===== config.mk =====
export PLATFORM = sky130hd
export DESIGN_NAME = alarm_beeper
export DESIGN_NICKNAME = d
export VERILOG_FILES = /design/src/rtl/alarm_beeper.sv
export SDC_FILE = /design/constraint.sdc
export NUM_CORES = 1
export LEC_CHECK = 0
export ABC_AREA = 1
export BUFFER_PORTS_ARGS = -buffer_cell sky130_fd_sc_hd__buf_2
export CAP_MARGIN = 40
export CORE_ASPECT_RATIO = 1.1
export CORE_MARGIN = 4
export CORE_UTILIZATION = 57
export CTS_BUF_LIST = sky130_fd_sc_hd__clkbuf_8
export DETAILED_ROUTE_END_ITERATION = 7
export PLACE_DENSITY = 0.75
export SYNTH_ARGS = -nofsm -noshare
export SYNTH_HDL_FRONTEND = slang
export SYNTH_SLANG_ARGS = --single-unit

===== constraint.sdc =====
create_clock -name clk -period 3.1 [get_ports clk]
set_input_delay 0.62 -clock clk [delete_from_list [all_inputs] [get_ports clk]]
set_output_delay 0.62 -clock clk [all_outputs]
set_load 0.01 [all_outputs]

===== src/rtl/alarm_beeper.sv =====
// Alarm audio stage: plays BEEP_NUM tone bursts separated by silences on trigger.
// Each burst's tone-high phase is PWM-modulated by the volume latched at trigger.
module alarm_beeper #(
   parameter int TONE_DIV     = 50000,
   parameter int BEEP_ON_CYC  = 20000000,
   parameter int BEEP_OFF_CYC = 10000000,
   parameter int BEEP_NUM     = 4,
   parameter int PWM_BITS     = 8
) (
   input  logic                clk,
   input  logic                rst,
   input  logic                trigger,
   input  logic                stop,
   input  logic [PWM_BITS-1:0] volume,
   output logic                aud_pwm,
   output logic                busy,
   output logic                done,
   output logic [3:0]          beep_idx
);
   localparam int PH_MAX = (BEEP_ON_CYC > BEEP_OFF_CYC) ? BEEP_ON_CYC : BEEP_OFF_CYC;
   localparam int PH_W   = $clog2(PH_MAX + 1);
   localparam int TN_W   = $clog2(TONE_DIV + 1);
   localparam logic [PH_W-1:0] ON_LAST   = PH_W'(BEEP_ON_CYC - 1);
   localparam logic [PH_W-1:0] OFF_LAST  = PH_W'(BEEP_OFF_CYC - 1);
   localparam logic [TN_W-1:0] TONE_LAST = TN_W'(TONE_DIV - 1);
   localparam logic [3:0]      IDX_LAST  = 4'(BEEP_NUM - 1);

   typedef enum logic [1:0] {S_IDLE, S_ON, S_OFF} state_t;

   state_t              state_q, state_d;
   logic [PH_W-1:0]     phase_q, phase_d;
   logic [TN_W-1:0]     tone_q, tone_d;
   logic                tone_ph_q, tone_ph_d;
   logic [PWM_BITS-1:0] pwm_q, pwm_d;
   logic [PWM_BITS-1:0] vol_q, vol_d;
   logic [3:0]          idx_q, idx_d;
   logic                aud_q, aud_d;
   logic                busy_q, busy_d;
   logic                done_q, done_d;

   always_ff @(posedge clk) begin
      if (rst) begin
         state_q   <= S_IDLE;
         phase_q   <= '0;
         tone_q    <= '0;
         tone_ph_q <= 1'b0;
         pwm_q     <= '0;
         vol_q     <= '0;
         idx_q     <= '0;
         aud_q     <= 1'b0;
         busy_q    <= 1'b0;
         done_q    <= 1'b0;
      end else begin
         state_q   <= state_d;
         phase_q   <= phase_d;
         tone_q    <= tone_d;
         tone_ph_q <= tone_ph_d;
         pwm_q     <= pwm_d;
         vol_q     <= vol_d;
         idx_q     <= idx_d;
         aud_q     <= aud_d;
         busy_q    <= busy_d;
         done_q    <= done_d;
      end
   end

   always_comb begin
      state_d   = state_q;
      phase_d   = phase_q;
      tone_d    = tone_q;
      tone_ph_d = tone_ph_q;
      vol_d     = vol_q;
      idx_d     = idx_q;
      done_d    = 1'b0;
      pwm_d     = (state_q != S_IDLE) ? pwm_q + 1'b1 : '0;
      // Output is built from pre-edge state, so it lags the state by one cycle.
      aud_d     = (state_q == S_ON) & tone_ph_q & (pwm_q < vol_q);

      case (state_q)
         S_IDLE: begin
            if (trigger && !stop) begin
               state_d   = S_ON;
               vol_d     = volume;
               idx_d     = '0;
               phase_d   = '0;
               tone_d    = '0;
               tone_ph_d = 1'b1;
               pwm_d     = '0;
            end
         end
         S_ON: begin
            if (tone_q == TONE_LAST) begin
               tone_d    = '0;
               tone_ph_d = ~tone_ph_q;
            end else begin
               tone_d = tone_q + 1'b1;
            end
            if (stop) begin
               state_d = S_IDLE;
               idx_d   = '0;
               phase_d = '0;
            end else if (phase_q == ON_LAST) begin
               phase_d = '0;
               if (idx_q == IDX_LAST) begin
                  state_d = S_IDLE;
                  idx_d   = '0;
                  done_d  = 1'b1;
               end else begin
                  state_d = S_OFF;
               end
            end else begin
               phase_d = phase_q + 1'b1;
            end
         end
         S_OFF: begin
            if (stop) begin
               state_d = S_IDLE;
               idx_d   = '0;
               phase_d = '0;
            end else if (phase_q == OFF_LAST) begin
               state_d   = S_ON;
               phase_d   = '0;
               idx_d     = idx_q + 1'b1;
               tone_d    = '0;
               tone_ph_d = 1'b1;
            end else begin
               phase_d = phase_q + 1'b1;
            end
         end
         default: state_d = S_IDLE;
      endcase

      busy_d = (state_d != S_IDLE);
   end

   assign aud_pwm  = aud_q;
   assign busy     = busy_q;
   assign done     = done_q;
   assign beep_idx = idx_q;
endmodule

### Word level (Yosys, flattened, before mapping)

Index checks and enable logic that the tools add are counted.
Widths: inputs -> output; s select.

| cells by class | value |
|---|---|
| add/sub/neg operators | 4 |
| magnitude comparators | 1 |
| equal/unequal tests | 13 |
| muxes and demuxes | 34 |
| bitwise logic cells | 5 |
| reductions and logical operators | 12 |

Operators with widths:

| operator | number |
|---|---|
| $mux 25 | 5 |
| $pmux 25 s3 | 1 |
| $mux 16 | 4 |
| $pmux 16 s3 | 1 |
| $add 25x1->25 const B | 1 |
| $eq 25x24->1 const B | 1 |
| $eq 25x25->1 const B | 1 |
| $mux 4 | 6 |
| $mux 8 | 3 |
| $add 16x1->16 const B | 1 |
| $eq 16x16->1 const B | 1 |
| $mux 2 | 6 |
| $pmux 4 s3 | 1 |
| $reduce_and 5->1 | 2 |
| $add 8x1->8 const B | 1 |
| $lt 8x8->1 | 1 |
| $ne 2x2->1 const B | 3 |
| $ne 3x2->1 const B | 2 |
| $pmux 2 s3 | 1 |
| $mux 1 | 5 |
| $add 4x1->4 const B | 1 |
| $eq 4x2->1 const B | 1 |
| $reduce_and 2->1 | 2 |
| $reduce_and 4->1 | 1 |
| 13 further kinds | 17 |

| word-level totals | value |
|---|---|
| flip-flop bits (word level) | 67 |
| output and inout bits | 7 |
| logic and storage cells | 79 |

### Depth between registers and ports, before layout

| depth | value |
|---|---|
| depth in word-level cells | 6 |
| gate-level depth with buffers | 13 |
| depth with buffers taken out | 12 |

### Worst setup path after synthesis

No wires, ideal clock.

| path | value |
|---|---|
| path type | reg-to-reg |
| start point | register state_q[0] |
| end point | register phase_q[23] |
| library setup time | 115 ps |
| arrival | 1591 ps |
| data required time | 2985 ps |
| slack | 1395 ps |
| cell stages (with the launch flop) | 11 |
| path buffers | 0 |
| period minus slack after synthesis | 1705 ps |
| cells stage by stage | dfxtp_1 inv_1 ha_1 inv_1 a21oi_1 nor2_4 nand3_2 nor2_1 nand2_1 xor2_1 nor2_2 |

| between the ends | value |
|---|---|
| word-level cells in the longest chain between the ends | 3 |

RTL lines:

| element | RTL line | source |
|---|---|---|
| start: declaration | 30 | `state_t state_q, state_d;` |
| start signal: assignment | 54 | `state_q <= state_d;` |
| $eq 2x1->1 (tied with other cells) | 79 | `case (state_q)` |
| $reduce_bool 3->1 (no source line) / $ne 2x2->1 (equally long branches) | -- |  |
| $reduce_and 2->1 (no source line) | -- |  |
| end signal: assignment | 55 | `phase_q <= phase_d;` |
| end: declaration | 31 | `logic [PH_W-1:0] phase_q, phase_d;` |

Parallel ways exist; a longest one is shown, timed or not.
A chain may end at the register's enable or synchronous reset.

### Worst setup path after layout

| path | value |
|---|---|
| start point | register state_q[0] |
| end point | register phase_q[22] |

The elaborated chain is that of the path after synthesis.

==> metrics.yaml <==
setup_path:
  cp.arrival_ns: 2.44
  crit_buf_inv: 2
  ff2ff_path_depth: 10
  cp.depth: 10
  path_max_fanout: 19
  max_stage_delay_ns: 0.45
  cp_top_family: "simple AND/OR/NAND/NOR gates"
  cp-start-kind: "flip-flop"
  end_kind: "flip-flop"
  required_ns: 3.33
  path_cells: "inv_1 -> ha_1 -> inv_1 -> a21oi_1 -> nor2_4 -> nand2_1 -> nor2_2 -> nand2_1 -> xor2_1 -> nor2_2"
  critPathSlowestCell: "nor2_4"
  crit_type: "reg -> reg"
route:
  first_pass_iters: 5
  drt_wl_total_um: 8120
  via_per_inst: 5.19
  wl_per_cell_um: 11.8
  vias: 3569
  drt_iter0_drc: 114
  detail-route-antenna-nets: 0
  drcViolationCount: 0
clock_tree:
  cts_tree: "done"
  h-tree-depth: 3
  clock_latency_ns: 0.35
  postCtsSetupBuffers: 0
  clock_sinks: 67
  post_cts_resized: 0
  cts_buffers: 9
  cts_buffer_depth: 2
  hold_buffers: 0
  clk_pin_slew_ns: 0.08
  root_buffer: "clkbuf_8"
synth:
  synth_area_sq_um: 3930
  syn-instance-count: 584
  synth_edf_count: 0
  synth_nets: 611
  synth_compound_area_frac: 0.0872
  synthMuxAreaShare: 0
  ys_seq_elements: 67
  synth_ff_type: "dfxtp_1"
  synth-simple-area-share: 0.385
  synth-adder-area-share: 0.0477
  synthArstFlopShare: 0
  yosys_warnings: 0
  synth_cell_types: 35
  synth-seq-area-share: 0.341
  synth_top_family_by_area: "simple AND/OR/NAND/NOR gates"
  synth.avg_cell_area_sq_um: 6.74
  synthXorXnorAreaFrac: 0.0512
die:
  die_w_um: 87.2
  initial_core_util: 0.593
  die_area_sq_um: 8300
  pin_count: 19
  die_y_um: 95.1
  core_region_area_sq_um: 6630
  rows: 31
timing:
  worstMarginPinSlew_ns: 0.725
  rsz0062_at_grt: "false"
  setup_tns_ns: 0
  postLayoutSetupSlackWorst_ns: 0.886
  finalCritPeriodShare: 0.714
  hold_violations: 0
  whs_ns: 0.460
  maxSlewHeadroom: 0.516
  drv_slew: 0
  finalSetupViolCount: 0
  timing.fmax_mhz: 452
  fin_skew_ns: 0.0107
  fin_crit_ns: 2.21
grt:
  antenna_found_initial: 0
  grt_max_degree: 24
  gr-total-overflow: 0
  track_usage: 0.211
  first_global_vias: 3319
  grt_pass1_wl_um: 14100
worst_hold_path:
  min_delay_path_depth: 2
  min_path_type: "reg -> reg"
cells_and_area:
  final_common_cell: "nand2_1"
  final-instance-count-excl-fill: 688
  nNetsFinal: 629
  drive_above_1_share: 0.134
  final_cell_mix: "138 x nand2_1, 81 x nor2_1, 68 x inv_1, 67 x dfxtp_1, 40 x nand3_1"
  diodes: 0
  syn2layout_area_growth_pct: 8.46
  fill_cells: 619
power:
  ir_drop_mv: 0.242
  p_leak_nw: 1.65
  powerDensity_nw_per_um2: 431
  p_total_mw: 1.84
status:
  status: "completed"
place:
  port_buffers: 18
  gp_congestion: 0.862
  preCtsSetupSlack_ns: 0.880
  hpwlAfterDp_um: 5990
  dp_cells: 673
flow_run:
  cap_violations: 0
-- final timing paths --
check                                   end  startpoint  slack (ns)
worst max-delay path            phase_q[22]  state_q[0]        0.89
worst min-delay path               vol_q[3]    vol_q[3]        0.46
worst max register to register  phase_q[22]  state_q[0]        0.89
worst min register to register     vol_q[3]    vol_q[3]        0.46
-- power breakdown --
group	total (mW)	switching, mW	internal, mW
sequential	0.894	0.0135	0.880
clock	0.790	0.339	0.451
combinational	0.157	0.110	0.0470
total	1.84	0.463	1.38
-- kinds of logic (layout without fill, tap and decap cells) --
group | after synthesis | in the layout
AO/OA/AOI/OAI | 62 | 62
flip-flops | 67 | 67
AND/OR/NAND/NOR | 334 | 334
XOR/XNOR | 23 | 23
buffers and inverters | 83 | 105
adder cells (fa/ha/maj) | 15 | 15
-- layout make-up --
cell class              count  area (sq um)  share of cell area
multi-input cells         434          2250               0.527
well taps                  82           103              0.0240
repair buffers             18          90.1              0.0211
inverters                  72           272              0.0636
flip-flops and latches     67          1340               0.314
clock inverters             6          90.1              0.0211
clock buffers               9           124              0.0290
-- synthesized netlist by cell type (2+ instances only) --
library cell | instances | share of area
a21oi_1 | 32 | 0.041
a21oi_2 | 2 | 0.0045
buf_2 | 2 | 0.0025
buf_8 | 2 | 0.0076
clkbuf_1 | 6 | 0.0057
dfxtp_1 | 67 | 0.34
ha_1 | 15 | 0.048
inv_1 | 68 | 0.065
inv_2 | 2 | 0.0019
nand2_1 | 138 | 0.13
nand2_2 | 10 | 0.016
nand2_4 | 2 | 0.0057
nand3_1 | 40 | 0.051
nand3_2 | 2 | 0.0051
nand3b_1 | 2 | 0.0038
nand4_1 | 9 | 0.014
nor2_1 | 81 | 0.077
nor2_2 | 24 | 0.038
nor2_4 | 3 | 0.0086
nor3_1 | 14 | 0.018
nor3b_1 | 5 | 0.0095
nor4_1 | 2 | 0.0032
o21a_1 | 4 | 0.0076
o21ai_0 | 20 | 0.025
xnor2_1 | 3 | 0.0067
xor2_1 | 20 | 0.045
-- metal layers --
metal	GRT usage	share of wire
met2	0.370	0.49
met4	0.114	0.033
met1	0.247	0.45
met3	0.0303	0.025
met5	0	0
-- worst reg2reg max path: cells and delay by family, from the launching register on --
kind | cells | cell delay, ns
compound gates | 1 | 0.10
xor+xnor | 1 | 0.17
fa+ha+maj | 1 | 0.21
buf+inv | 2 | 0.21
flops | 1 | 0.41
simple gates | 5 | 1.01
-- state kept, by name (all words and copies together) (netlist names) --
name / count
state_q: 2
tone_ph_q: 1
vol_q: 8
beep_idx: 4
tone_q: 16
pwm_q: 8
phase_q: 25
busy: 1
done: 1
aud_pwm: 1
-- metrics by stage --
stage,util,area [sq um]
global placement,0.611,4050
finish,0.643,4270
floorplan,-,3930
global route,0.643,4270
CTS,0.643,4270
detailed placement,0.611,4050
No activity file was read; power rests on OpenSTA's default activity.
